==> src/rtl/lc2k_mem_requester_if.sv <==
// Word-addressed req/ack bus between the LC2K memory requester (master) and data memory (slave).
interface lc2k_mem_requester_if #(
    parameter int ADDR_W = 6
) ();
    logic              mem_req;
    logic              mem_we;
    logic [ADDR_W-1:0] mem_addr;
    logic [31:0]       mem_wdata;
    logic              mem_ack;
    logic [31:0]       mem_rdata;

    modport master (
        output mem_req,
        output mem_we,
        output mem_addr,
        output mem_wdata,
        input  mem_ack,
        input  mem_rdata
    );

    modport slave (
        input  mem_req,
        input  mem_we,
        input  mem_addr,
        input  mem_wdata,
        output mem_ack,
        output mem_rdata
    );
endinterface

==> src/rtl/lc2k_mem_requester.sv <==
// LC2K load/store initiator: one command at a time over a req/ack memory handshake,
// with an address range check, a bounded wait and a registered completion pulse.
module lc2k_mem_requester #(
    parameter int ADDR_W  = 6,
    parameter int DEPTH   = 64,
    parameter int TIMEOUT = 16
) (
    input  logic                 clk,
    input  logic                 rst_n,
    input  logic                 start,
    input  logic                 is_write,
    input  logic [31:0]          addr,
    input  logic [31:0]          wdata,
    output logic                 busy,
    output logic                 done,
    output logic                 err,
    output logic [31:0]          rdata,
    lc2k_mem_requester_if.master mem
);

    localparam logic [31:0] DEPTH_C   = 32'(DEPTH);
    localparam logic [7:0]  TIMEOUT_C = 8'(TIMEOUT);

    typedef enum logic [1:0] {
        IDLE  = 2'd0,
        ISSUE = 2'd1,
        RESP  = 2'd2
    } state_t;

    state_t            state_q, state_d;
    logic [7:0]        cnt_q, cnt_d;
    logic              is_write_q, is_write_d;
    logic              busy_q, busy_d;
    logic              done_q, done_d;
    logic              err_q, err_d;
    logic [31:0]       rdata_q, rdata_d;
    logic              mem_req_q, mem_req_d;
    logic              mem_we_q, mem_we_d;
    logic [ADDR_W-1:0] mem_addr_q, mem_addr_d;
    logic [31:0]       mem_wdata_q, mem_wdata_d;

    // Wait counter sticks at its maximum rather than wrapping back to zero.
    function automatic logic [7:0] sat_inc(input logic [7:0] v);
        return (v == 8'hFF) ? v : v + 8'd1;
    endfunction

    always_comb begin
        state_d     = state_q;
        cnt_d       = cnt_q;
        is_write_d  = is_write_q;
        busy_d      = busy_q;
        done_d      = 1'b0;
        err_d       = 1'b0;
        rdata_d     = rdata_q;
        mem_req_d   = mem_req_q;
        mem_we_d    = mem_we_q;
        mem_addr_d  = mem_addr_q;
        mem_wdata_d = mem_wdata_q;

        unique case (state_q)
            IDLE: begin
                busy_d    = 1'b0;
                mem_req_d = 1'b0;
                mem_we_d  = 1'b0;
                if (start) begin
                    is_write_d  = is_write;
                    mem_addr_d  = addr[ADDR_W-1:0];
                    mem_wdata_d = wdata;
                    busy_d      = 1'b1;
                    cnt_d       = 8'd0;
                    // Out-of-range addresses complete immediately and never touch the bus.
                    if (addr >= DEPTH_C) begin
                        state_d = RESP;
                        done_d  = 1'b1;
                        err_d   = 1'b1;
                    end else begin
                        state_d   = ISSUE;
                        mem_req_d = 1'b1;
                        mem_we_d  = is_write;
                    end
                end
            end

            ISSUE: begin
                if (mem.mem_ack) begin
                    state_d   = RESP;
                    done_d    = 1'b1;
                    mem_req_d = 1'b0;
                    mem_we_d  = 1'b0;
                    if (!is_write_q) begin
                        rdata_d = mem.mem_rdata;
                    end
                end else begin
                    // Ack is tested first, so an ack in the expiry cycle still succeeds.
                    cnt_d = sat_inc(cnt_q);
                    if (cnt_d == TIMEOUT_C) begin
                        state_d   = RESP;
                        done_d    = 1'b1;
                        err_d     = 1'b1;
                        mem_req_d = 1'b0;
                        mem_we_d  = 1'b0;
                    end
                end
            end

            RESP: begin
                state_d = IDLE;
                busy_d  = 1'b0;
            end

            default: begin
                state_d   = IDLE;
                busy_d    = 1'b0;
                mem_req_d = 1'b0;
                mem_we_d  = 1'b0;
            end
        endcase
    end

    always_ff @(posedge clk) begin
        if (!rst_n) begin
            state_q     <= IDLE;
            cnt_q       <= 8'd0;
            is_write_q  <= 1'b0;
            busy_q      <= 1'b0;
            done_q      <= 1'b0;
            err_q       <= 1'b0;
            rdata_q     <= 32'd0;
            mem_req_q   <= 1'b0;
            mem_we_q    <= 1'b0;
            mem_addr_q  <= '0;
            mem_wdata_q <= 32'd0;
        end else begin
            state_q     <= state_d;
            cnt_q       <= cnt_d;
            is_write_q  <= is_write_d;
            busy_q      <= busy_d;
            done_q      <= done_d;
            err_q       <= err_d;
            rdata_q     <= rdata_d;
            mem_req_q   <= mem_req_d;
            mem_we_q    <= mem_we_d;
            mem_addr_q  <= mem_addr_d;
            mem_wdata_q <= mem_wdata_d;
        end
    end

    assign busy          = busy_q;
    assign done          = done_q;
    assign err           = err_q;
    assign rdata         = rdata_q;
    assign mem.mem_req   = mem_req_q;
    assign mem.mem_we    = mem_we_q;
    assign mem.mem_addr  = mem_addr_q;
    assign mem.mem_wdata = mem_wdata_q;

endmodule

==> src/flat_wrapper.sv <==
// flat-port wrapper written by rule: the top's interface ports become plain ports
module lc2k_mem_requester_flat 
#(
    parameter int ADDR_W  = 6,
    parameter int DEPTH   = 64,
    parameter int TIMEOUT = 16
)
  (clk, rst_n, start, is_write, addr, wdata, busy, done, err, rdata, mem_mem_req, mem_mem_we, mem_mem_addr, mem_mem_wdata, mem_mem_ack, mem_mem_rdata);
  lc2k_mem_requester_if #(.ADDR_W(ADDR_W)) mem_i ();
  input  logic clk;
  input  logic rst_n;
  input  logic start;
  input  logic is_write;
  input  logic [31:0] addr;
  input  logic [31:0] wdata;
  output logic busy;
  output logic done;
  output logic err;
  output logic [31:0] rdata;
  output wire logic [$bits(mem_i.mem_req)-1:0] mem_mem_req;
  output wire logic [$bits(mem_i.mem_we)-1:0] mem_mem_we;
  output wire logic [$bits(mem_i.mem_addr)-1:0] mem_mem_addr;
  output wire logic [$bits(mem_i.mem_wdata)-1:0] mem_mem_wdata;
  input wire logic [$bits(mem_i.mem_ack)-1:0] mem_mem_ack;
  input wire logic [$bits(mem_i.mem_rdata)-1:0] mem_mem_rdata;
  assign mem_mem_req = mem_i.mem_req;
  assign mem_mem_we = mem_i.mem_we;
  assign mem_mem_addr = mem_i.mem_addr;
  assign mem_mem_wdata = mem_i.mem_wdata;
  assign mem_i.mem_ack = mem_mem_ack;
  assign mem_i.mem_rdata = mem_mem_rdata;
  lc2k_mem_requester #(.ADDR_W(ADDR_W), .DEPTH(DEPTH), .TIMEOUT(TIMEOUT)) u_core (.clk(clk), .rst_n(rst_n), .start(start), .is_write(is_write), .addr(addr), .wdata(wdata), .busy(busy), .done(done), .err(err), .rdata(rdata), .mem(mem_i));
endmodule
==> config.mk <==
export PLATFORM = sky130hd
export DESIGN_NAME = lc2k_mem_requester_flat
export DESIGN_NICKNAME = d
export VERILOG_FILES = /design/src/rtl/lc2k_mem_requester_if.sv /design/src/rtl/lc2k_mem_requester.sv /design/src/flat_wrapper.sv
export SDC_FILE = /design/constraint.sdc
export NUM_CORES = 1
export LEC_CHECK = 0
export BUFFER_PORTS_ARGS = -buffer_cell sky130_fd_sc_hd__buf_2
export CAP_MARGIN = 10
export CORE_ASPECT_RATIO = 2
export CORE_MARGIN = 1.5
export CORE_UTILIZATION = 46
export DETAILED_ROUTE_END_ITERATION = 12
export GPL_TIMING_DRIVEN = 0
export PLACE_DENSITY = 0.76
export SYNTH_ARGS = -nofsm -noshare
export SYNTH_HDL_FRONTEND = slang
export SYNTH_SLANG_ARGS = --single-unit
==> constraint.sdc <==
create_clock -name clk -period 2.4 [get_ports clk]
set_clock_uncertainty 0.05 [all_clocks]
set_input_delay 0.36 -clock clk [delete_from_list [all_inputs] [get_ports clk]]
set_output_delay 0.36 -clock clk [all_outputs]
set_load 0.005 [all_outputs]
==> metrics.csv, run 1 <==
stage,metric,value,unit
outcome,status,completed,
clock_tree,CTS Buffer Depth,2,
worst_hold_path,hold_sp,is_write,
critical_path,"Req. time, crit path",2.59,ns
floorplan,# rows,45,
synthesis,synthesized instance count,416,
synthesis,Synth top cells by count,"145 x nand2_1, 86 x dfxtp_1, 71 x a21boi_0, 25 x clkbuf_1, 9 x nor3_1",
global_route,Total GRT Usage,21.9,%
timing,min Tclk post-route,2.12,ns
synthesis,Syn Area/Cell,8.47,um2
timing,RSZ-0062 raised after global routing,no,
critical_path,critical path launch point type,register,
clock_tree,H-tree Lvls,3,
critical_path,r2r setup slk,0.28,ns
critical_path,Crit Path Class,register to register,
routing,Wirelength per Cell,12.7,um
clock_tree,Num CTS Buffers,9,
routing,final WL,8890,um
synthesis,synth top area cells,"dfxtp_1 49%, nand2_1 15%, a21boi_0 15%, clkbuf_1 2.7%, nor3_1 1.3%",
floorplan,IO Pins,176,
timing,Worst slew margin,58.7,%
clock_tree,hold_buf cts,0,
synthesis,Yosys top cell by area,dfxtp_1,
pwr,Pleak,2.14,nW
synthesis,Syn Nets,518,
timing,max-slew violations,0,
synthesis,Post-synth EDFFs,0,
synthesis,Synth Flop Type,dfxtp_1,
place,routability cong.,0.896,
synthesis,Synth top area share,48.8,%
synthesis,synthesis-stage register bit count,86,
global_route,vias in the first global route,3165,
cells_and_area,antenna cells,0,
floorplan,chip width,64.9,um
worst_hold_path,class of the worst hold path,input pin to register,
cells_and_area,multi-input logic area,0.00166,mm2
timing,WHS,0.207,ns
critical_path,worst-path fanout max,7,
critical_path,reg2reg start,u_core.cnt_q[1],
timing,final hold violation count,0,
routing,drt pass-1 iters,4,
critical_path,Reg2Reg Capture Point,u_core.done,
pwr,Worst VDD drop,0.536,mV
synthesis,"Distinct cells, synth",47,
routing,# DRC,0,
routing,detail-routed via count per cell,4.96,
clock_tree,clock-pin slew on the worst setup and hold paths,0.06,ns
place,port bufs,174,
clock_tree,Sinks on Clock Net,86,
synthesis,async set or reset register ratio after synthesis,0,%
job,max cap viols,0,
global_route,initial antenna violation count,0,
cells_and_area,layout cells sized above 1,34.3,%
critical_path,Worst setup EP type,register,
timing,Sum Neg Setup Slack,0,ns
worst_hold_path,hold endpoint,u_core.mem.mem_we,
timing,Final Cycle Share,88.5,%
synthesis,yosys warns,0,
clock_tree,clock insertion delay at the later pin of the skew report,0.33,ns
critical_path,R2R cell count,6,
cells_and_area,register area,0.00172,mm2
global_route,largest net degree at the start of global routing,14,
clock_tree,Post-CTS Setup Bufs,0,
critical_path,WP data arrival,2.31,ns
clock_tree,CTS Root Cell,clkbuf_16,
cells_and_area,Final Util,64.3,%
timing,worst slew pin tran,0.616,ns
floorplan,Die H,127,um
pwr,PwrDens,644,mW/mm2
cells_and_area,fin cells,700,
clock_tree,CTS tree,yes,
floorplan,Core ar.,0.00749,mm2
global_route,total congestion overflow,0,
cells_and_area,area grow syn2layout,36.6,%
routing,1st-iter DRT viols,178,
routing,via count,3472,
timing,max frequency,471,MHz
floorplan,Starting Density,47.1,%
cells_and_area,# nets final,703,
place,placed insts,684,
worst_hold_path,hold path cells,3,
synthesis,"count leader, synth",nand2_1,
synthesis,Mapped Area,0.00352,mm2
timing,final count of negative-setup-slack endpoints,0,
cells_and_area,fill cell count,693,
routing,Final ANT Viol Nets,0,
synthesis,sequential area share after synthesis,48.8,%
place,hpwl dp,6730,um
global_route,first-pass GRT wire length,14200,um
floorplan,DIE AREA,0.00823,mm2
-- worst max-delay path by stage --
stage	from	to
finish	u_core.cnt_q[1]	u_core.done
CTS	u_core.state_q[1]	u_core.err
floorplan	u_core.cnt_q[1]	u_core.done
detailed placement	start	u_core.err
global placement	start	u_core.err
global route	u_core.cnt_q[1]	u_core.state_q[1]
-- cells in the final DEF (no fill, tap or decap), types with 2 or more instances in the layout --
cell / synthesis / routed
nor3_1: 9 / 9
or3b_2: 2 / 2
nand3_1: 8 / 8
buf_2: 0 / 174
o21ai_0: 5 / 5
a211oi_1: 4 / 4
nand2_1: 145 / 145
a21boi_0: 71 / 71
clkbuf_16: 0 / 9
a311oi_1: 2 / 2
nor4_1: 6 / 6
inv_1: 2 / 2
mux2i_1: 3 / 3
a21oi_1: 3 / 3
clkbuf_8: 1 / 5
buf_6: 2 / 2
a31oi_1: 2 / 2
nor3b_2: 1 / 2
nor2_1: 8 / 8
dfxtp_1: 86 / 86
nand4_1: 2 / 2
clkbuf_1: 25 / 26
nor2b_1: 3 / 3
-- layout make-up --
cell class	instances	share of cell area [%]
buffer	30	2.96
tap	94	2.44
inverter	2	0.156
clock buffer	14	5.90
sequential	86	35.7
timing repair buffer	174	18.1
clock inverter	2	0.286
multi-input combinational	298	34.4
-- sequential cells by signal (all words and copies together), names as in the netlist --
register / count
u_core.busy: 1
u_core.cnt_q: 8
u_core.done: 1
u_core.err: 1
u_core.is_write_q: 1
u_core.mem.mem_addr: 6
u_core.mem.mem_req: 1
u_core.mem.mem_wdata: 32
u_core.mem.mem_we: 1
u_core.rdata: 32
u_core.state_q: 2
-- cell families (layout without fill, tap and decap cells) --
family	count (synthesis)	in the layout	share of synthesized area, %
and+or+nand+nor	195	195	24.6
AOI/OAI and AO/OA	97	97	20.6
buffers and inverters	32	222	4.26
muxes	4	4	1.17
xor gates and xnor gates	1	1	0.249
adders and majority gates	1	1	0.355
DFF	86	86	48.8
-- per-layer routing --
metal	GRT usage (%)	up-vias	wire [um]
met5	0	-	0
met4	8.89	0	163
met3	7.98	12	970
met2	35.4	159	4090
met1	25.9	1529	3670
li1	-	1772	-
-- worst max-delay path: stages, from the launching register on --
cell and delay (ns):
dfxtp_1 0.45, ha_1 0.34, nand3_1 0.22, mux2i_1 0.23
a31oi_2 0.12, or3_4 0.42, a211oi_1 0.21
-- stage by stage --
stage	instance area [um2]	setup slack, ns	total power, mW
final	4820	0.276	3.10
after CTS	4810	0.107	3.13
after floorplan	3520	0.527	1.64
after detailed placement	4510	0.125	1.79
after global routing	4820	0.139	3.22
after global placement	4510	0.0963	1.79
-- where the power goes --
part | internal (mW) | switching (mW) | leakage, nW | total (mW)
logic | 0.137 | 0.132 | 1.29 | 0.269
clock network | 0.814 | 0.526 | 0.149 | 1.34
registers | 1.47 | 0.0189 | 0.700 | 1.49
-- what timing repair did --
item | 4_1_cts | 5_1_grt
hold endpoints to repair | 0 | 0
setup endpoints to repair | 0 | 4
gates resized for setup | 0 | 1
Power figures use the tool's default switching activity.
==> inputs of run 2 (changes only) <==
Settings changed: ABC_AREA set to 1, CORE_UTILIZATION 46 to 45.
==> run 2 against run 1 <==
Sequential power about the same. Fmax up 7.4%. Final cell count up 6.3%. Sequential share of layout area up 1.4 points. Final area down 3.7%. Sequential cell count unchanged.
==> metrics.csv, run 2 <==
stage,metric,value,unit,change
outcome,status,completed,,
pwr,Tot Pwr,3.16,mW,+1.8%
pwr,clock power share,43.0,%,-0.2 points
critical_path,r2r setup slk,0.42,ns,+0.15 ns
cells_and_area,most frequent cells in the layout,"174 x buf_2, 159 x nor2_1, 86 x dfxtp_1",,
floorplan,Core ar.,0.00727,mm2,-3.0%
floorplan,Die H,125,um,-1.2%
clock_tree,clock insertion delay at the later pin of the skew report,0.33,ns,about the same
cells_and_area,layout cells sized above 1,32.2,%,-2.1 points
global_route,initial antenna violation count,0,,unchanged
timing,Sum Neg Setup Slack,0,ns,unchanged
routing,detail-routed via count per cell,4.88,,-1.7%
critical_path,critical path launch point type,register,,
synthesis,async set or reset register ratio after synthesis,0,%,unchanged
clock_tree,clock-pin slew on the worst setup and hold paths,0.06,ns,about the same
synthesis,Syn Area/Cell,7.26,um2,-14%
critical_path,reg2reg start,u_core.cnt_q[0],,
clock_tree,Sinks on Clock Net,86,,unchanged
routing,drt pass-1 iters,5,,+1
global_route,Total GRT Usage,23.8,%,+1.9 points
place,placed insts,729,,+6.6%
synthesis,synth top area cells,"dfxtp_1 51%, nor2_1 18%, o21ai_0 10%, nand2_1 5.7%, clkbuf_1 2.5%",,
critical_path,Worst setup EP type,register,,
pwr,Pleak,2.34,nW,+9.5%
pwr,Psw,0.708,mW,+4.6%
timing,Worst slew margin,62.9,%,+4.2 points
global_route,vias in the first global route,3596,,+14%
cells_and_area,antenna cells,0,,unchanged
global_route,total congestion overflow,0,,unchanged
timing,worst slew pin tran,0.554,ns,-0.0617 ns
pwr,switching part of the total,22.4,%,+0.60 points
synthesis,"count leader, synth",nor2_1,,
cells_and_area,fill cell count,707,,+2.0%
synthesis,yosys warns,0,,unchanged
cells_and_area,register area,0.00172,mm2,unchanged
synthesis,Yosys top cell by area,dfxtp_1,,
clock_tree,CTS tree,yes,,
synthesis,Syn Nets,565,,+9.1%
synthesis,Synth top cells by count,"159 x nor2_1, 86 x dfxtp_1, 70 x o21ai_0, 51 x nand2_1, 22 x clkbuf_1",,
pwr,Power Internal,2.45,mW,+1.0%
timing,RSZ-0062 raised after global routing,no,,
synthesis,"Distinct cells, synth",24,,-49%
place,hpwl dp,7330,um,+8.8%
pwr,PwrDens,681,mW/mm2,+5.7%
floorplan,Starting Density,46.2,%,-0.82 points
cells_and_area,# nets final,750,,+6.7%
job,max cap viols,0,,unchanged
clock_tree,hold_buf cts,0,,unchanged
critical_path,crit path launch,u_core.cnt_q[0],,
place,port bufs,174,,unchanged
cells_and_area,area grow syn2layout,38.0,%,
cells_and_area,fin cells,744,,+6.3%
clock_tree,CTS Root Cell,clkbuf_16,,
cells_and_area,"most common cell after layout, fill and taps aside",buf_2,,
floorplan,chip width,64.1,um,-1.2%
pwr,combinational share of power,9.1,%,+0.4 points
clock_tree,H-tree Lvls,3,,unchanged
clock_tree,Post-CTS Resized,0,,unchanged
floorplan,DIE AREA,0.00803,mm2,-2.4%
routing,Final ANT Viol Nets,0,,unchanged
worst_hold_path,class of the worst hold path,input pin to register,,
routing,Wirelength per Cell,12.7,um,-0.29%
pwr,power share of the sequential group,47.9,%,-0.2 points
timing,final count of negative-setup-slack endpoints,0,,unchanged
critical_path,Crit Path Class,register to register,,
clock_tree,Num CTS Buffers,9,,unchanged
synthesis,Mapped Area,0.00336,mm2,-4.7%
timing,Final WS setup,0.422,ns,+0.146 ns
global_route,first-pass GRT wire length,15200,um,+6.8%
pwr,Worst VDD drop,0.449,mV,-16%
synthesis,synthesis-stage register bit count,86,,unchanged
clock_tree,CTS Buffer Depth,2,,unchanged
synthesis,Synth Flop Type,dfxtp_1,,
routing,1st-iter DRT viols,119,,-33%
synthesis,Post-synth EDFFs,0,,unchanged
timing,max frequency,506,MHz,+7.4%
routing,via count,3627,,+4.5%
cells_and_area,multi-input logic area,0.00148,mm2,-10%
routing,final WL,9430,um,+6.0%
critical_path,worst-path fanout max,7,,unchanged
floorplan,# rows,44,,-2.2%
routing,# DRC,0,,unchanged
timing,WHS,0.202,ns,-0.00478 ns
timing,max-slew violations,0,,unchanged
global_route,largest net degree at the start of global routing,14,,unchanged
worst_hold_path,hold_sp,mem_mem_rdata[20],,
timing,min Tclk post-route,1.98,ns,-0.146 ns
timing,Final Cycle Share,82.4,%,-6.1 points
synthesis,synthesized instance count,463,,+11%
clock_tree,Post-CTS Setup Bufs,0,,unchanged
timing,final hold violation count,0,,unchanged
synthesis,Synth top area share,51.2,%,+2.4 points
place,Place WS,0.480,ns,+0.356 ns
critical_path,"Req. time, crit path",2.57,ns,-0.02 ns
place,routability cong.,0.850,,-5.1%
floorplan,IO Pins,176,,unchanged
synthesis,sequential area share after synthesis,51.2,%,+2.4 points
critical_path,WP data arrival,2.15,ns,-0.16 ns
run 2: worst max-delay path: stages, from the launching register on:
cell	delay, ns
dfxtp_1	0.46
ha_1	0.27
nand2_2	0.08
nor2_4	0.17
nand2_2	0.09
nand2_1	0.08
o21ai_1	0.09
nor2_2	0.16
nand3_2	0.12
nand2_2	0.11
nand3_1	0.07
nand2_1	0.07
nor2_1	0.04
run 2: path summary, 6_finish.rpt:
kind	to	depth (start not counted)
worst max-delay path	u_core.mem.mem_req	12
worst min-delay path	u_core.rdata[20]	3
worst max register to register	u_core.mem.mem_req	12
worst min register to register	u_core.busy	2
run 2: cells by family (layout without fill, tap and decap cells):
family | count (synthesis) | in the layout | synth area share, %
adders and majority gates | 1 | 1 | 0.372
DFF | 86 | 86 | 51.2
xor gates and xnor gates | 1 | 1 | 0.261
AOI/OAI and AO/OA | 87 | 87 | 13.1
and+or+nand+nor | 247 | 247 | 30.5
buffers and inverters | 41 | 230 | 4.62
run 2: stage by stage:
stage	utilization (%)	area, um2
detailed placement	59.8	4350
CTS	63.8	4640
floorplan	-	3360
global route	63.8	4640
global placement	59.8	4350
finish	63.8	4640
run 2: per-layer routing:
layer / GRT usage, % / vias up / share of wire [%] / routed length (um)
li1: - / 1841 / - / -
met1: 22.8 / 1638 / 36 / 3350
met2: 44.2 / 126 / 55 / 5150
met3: 7.64 / 22 / 6.9 / 652
met4: 11.5 / 0 / 2.9 / 272
met5: 0 / - / 0 / 0
run 2: power by group through the flow:
stage | Clock (mW) | Combinational (mW) | Sequential [mW]
global route | 1.44 | 0.325 | 1.52
detailed placement | 0 | 0.289 | 1.54
global placement | 0 | 0.282 | 1.54
finish | 1.36 | 0.288 | 1.51
CTS | 1.39 | 0.290 | 1.51
floorplan | 0 | 0.116 | 1.55
run 2: cell type report:
cell class | count | area share, %
inverter | 18 | 1.46
buffer | 23 | 1.89
timing repair buffer | 174 | 18.8
tap | 92 | 2.48
sequential | 86 | 37.1
multi-input combinational | 336 | 32.0
clock inverter | 4 | 1.03
clock buffer | 11 | 5.23
==> inputs of run 3 (changes only) <==
Clock period 2.4 ns to 1.9 ns, I/O delays scaled along.
==> run 3 against run 2 <==
Sequential share of layout area is 0.16 points lower. Worst hold slack worse by 0.079 ns. Die area stayed put. Fmax is 11% higher. Sequential cell count stayed put. Total power is 26% higher. Final cell count stayed put. Non-clock buffer count stayed put. Critical path type unchanged. Critical endpoint unchanged. Largest cell class unchanged. Highest routed layer unchanged.
==> metrics.csv, run 3 (same netlist as run 2, synthesis figures left out) <==
stage,metric,value,unit,change
routing,final WL,9480,um,+0.60%
pwr,Worst VDD drop,0.564,mV,+26%
critical_path,worst-path fanout max,7,,unchanged
global_route,vias in the first global route,3594,,-0.056%
place,routability cong.,0.850,,unchanged
critical_path,Crit path largest cell delay,0.39,ns,-0.07 ns
place,port bufs,174,,unchanged
critical_path,critical path launch point type,register,,
timing,final count of negative-setup-slack endpoints,0,,unchanged
pwr,switching part of the total,22.5,%,+0.067 points
floorplan,chip width,64.1,um,unchanged
place,Place WS,-0.0195,ns,-0.500 ns
pwr,Power Internal,3.09,mW,+26%
cells_and_area,most frequent cells in the layout,"174 x buf_2, 157 x nor2_1, 84 x dfxtp_1",,
floorplan,IO Pins,176,,unchanged
floorplan,# rows,44,,unchanged
timing,Sum Neg Setup Slack,0,ns,unchanged
timing,max-slew violations,0,,unchanged
critical_path,Crit Path Class,register to register,,
timing,WHS,0.124,ns,-0.0787 ns
floorplan,Core ar.,0.00727,mm2,unchanged
critical_path,Crit-path slowest cell,dfxtp_4,,
clock_tree,clock insertion delay at the later pin of the skew report,0.33,ns,about the same
routing,# DRC,0,,unchanged
routing,Final ANT Viol Nets,0,,unchanged
clock_tree,Sinks on Clock Net,86,,unchanged
cells_and_area,finished layout cell area,0.00467,mm2,+0.73%
place,DP Area,0.00435,mm2,unchanged
cells_and_area,layout cells sized above 1,33.0,%,+0.77 points
clock_tree,Num CTS Buffers,9,,unchanged
critical_path,CP cell instances,ha_4 -> nand2_2 -> nor2_4 -> nand2_2 -> nand2_1 -> o21ai_1 -> nor2_2 -> nand3_2 -> nand2_4 -> nand3_1 -> nand2_1 -> nor2_1,,
cells_and_area,Final Util,64.3,%,+0.46 points
pwr,Psw,0.898,mW,+27%
place,hpwl dp,7330,um,unchanged
global_route,Top Usage Layer GRT,met2,,
global_route,largest net degree at the start of global routing,14,,unchanged
critical_path,WP data arrival,1.96,ns,-0.19 ns
outcome,status,completed,,
global_route,total congestion overflow,0,,unchanged
global_route,first-pass GRT wire length,15200,um,+0.22%
cells_and_area,antenna cells,0,,unchanged
routing,via count,3646,,+0.52%
timing,worst slew pin tran,0.533,ns,-0.0216 ns
global_route,GRT met2 Usage,44.2,%,unchanged
timing,max frequency,560,MHz,+11%
floorplan,Starting Density,46.2,%,unchanged
job,max cap viols,0,,unchanged
cells_and_area,"most common cell after layout, fill and taps aside",buf_2,,
floorplan,DIE AREA,0.00803,mm2,unchanged
timing,min Tclk post-route,1.79,ns,-0.191 ns
pwr,PwrDens,854,mW/mm2,+25%
global_route,Total GRT Usage,23.9,%,+0.055 points
clock_tree,CTS Root Cell,clkbuf_16,,
clock_tree,CTS Buffer Depth,2,,unchanged
critical_path,Worst setup EP type,register,,
pwr,power share of the sequential group,47.9,%,about the same
floorplan,Die H,125,um,unchanged
worst_hold_path,class of the worst hold path,input pin to register,,
clock_tree,Post-CTS Setup Bufs,0,,unchanged
global_route,GRT met3 Usage,7.55,%,-0.090 points
timing,Worst slew margin,64.5,%,+1.6 points
pwr,Pleak,2.34,nW,about the same
pwr,combinational share of power,9.2,%,about the same
clock_tree,hold_buf cts,0,,unchanged
global_route,initial antenna violation count,0,,unchanged
clock_tree,clock-pin slew on the worst setup and hold paths,0.06,ns,about the same
timing,Final WS setup,0.113,ns,-0.309 ns
timing,RSZ-0062 raised after global routing,no,,
routing,Wirelength per Cell,12.7,um,+0.60%
clock_tree,CTS tree,yes,,
critical_path,"Req. time, crit path",2.07,ns,-0.50 ns
routing,detail-routed via count per cell,4.90,,+0.52%
routing,drt pass-1 iters,5,,unchanged
clock_tree,H-tree Lvls,3,,unchanged
routing,1st-iter DRT viols,116,,-2.5%
timing,final hold violation count,0,,unchanged
global_route,met1 GRT Util,22.9,%,+0.12 points
cells_and_area,# nets final,750,,unchanged
timing,Final Cycle Share,94.0,%,+12 points
cells_and_area,area grow syn2layout,39.0,%,
pwr,clock power share,43.0,%,about the same
-- run 3: cell types whose count changed in the layout (fill, tap and decap cells not counted) --
cell | before | now
dfxtp_1 | 86 | 84
dfxtp_2 | 0 | 1
dfxtp_4 | 0 | 1
ha_1 | 1 | 0
ha_4 | 0 | 1
nand2_2 | 4 | 3
nand2_4 | 1 | 2
nor2_1 | 159 | 157
nor2_2 | 6 | 8
nor3_2 | 1 | 0
nor3_4 | 0 | 1
-- run 3: per-stage QoR --
step	power (mW)	instances
final	3.99	744
after global routing	4.15	744
after CTS	4.03	744
after detailed placement	2.32	729
after global placement	2.30	729
after floorplan	2.10	463
-- run 3: path summary, 6_finish.rpt --
path | start | endpoint | slack (ns) | cells after the start
hold reg to reg | u_core.busy | u_core.busy | 0.43 | 2
setup reg to reg | u_core.cnt_q[0] | u_core.mem.mem_req | 0.11 | 12
setup / recovery | u_core.cnt_q[0] | u_core.mem.mem_req | 0.11 | 12
hold / removal | mem_mem_rdata[6] | u_core.rdata[6] | 0.12 | 3
-- run 3: what timing repair did --
action	in CTS	in global routing
pin swaps	0	3
cloned	0	0
resized for setup	1	8
setup endpoints to repair	3	43
-- run 3: power groups by stage --
stage / Clock, mW / Combinational [mW] / Sequential, mW
after floorplan: 0 / 0.146 / 1.95
after global placement: 0 / 0.357 / 1.95
after detailed placement: 0 / 0.365 / 1.95
after CTS: 1.75 / 0.367 / 1.91
after global routing: 1.82 / 0.412 / 1.92
final: 1.71 / 0.365 / 1.91
-- run 3: layout make-up --
class	count	area, um2
Clock buffer	11	243
Timing Repair Buffer	174	871
Fill cell	703	2600
Sequential cell	86	1730
Inverter	18	67.6
Tap cell	92	115
Multi-Input combinational cell	336	1510
Clock inverter	4	47.5
Buffer	23	87.6
-- run 3: per-layer routing --
layer / up-vias / part of all wire (%)
li1: 1840 / -
met1: 1654 / 35
met2: 127 / 55
met3: 25 / 6.8
met4: 0 / 3.0
met5: - / 0
-- run 3: critical path, delay by kind of cell, from the launching register on --
kind,cells,cell delay (ns)
simple gates,10,0.98
flops,1,0.39
fa+ha+maj,1,0.16
compound gates,1,0.09
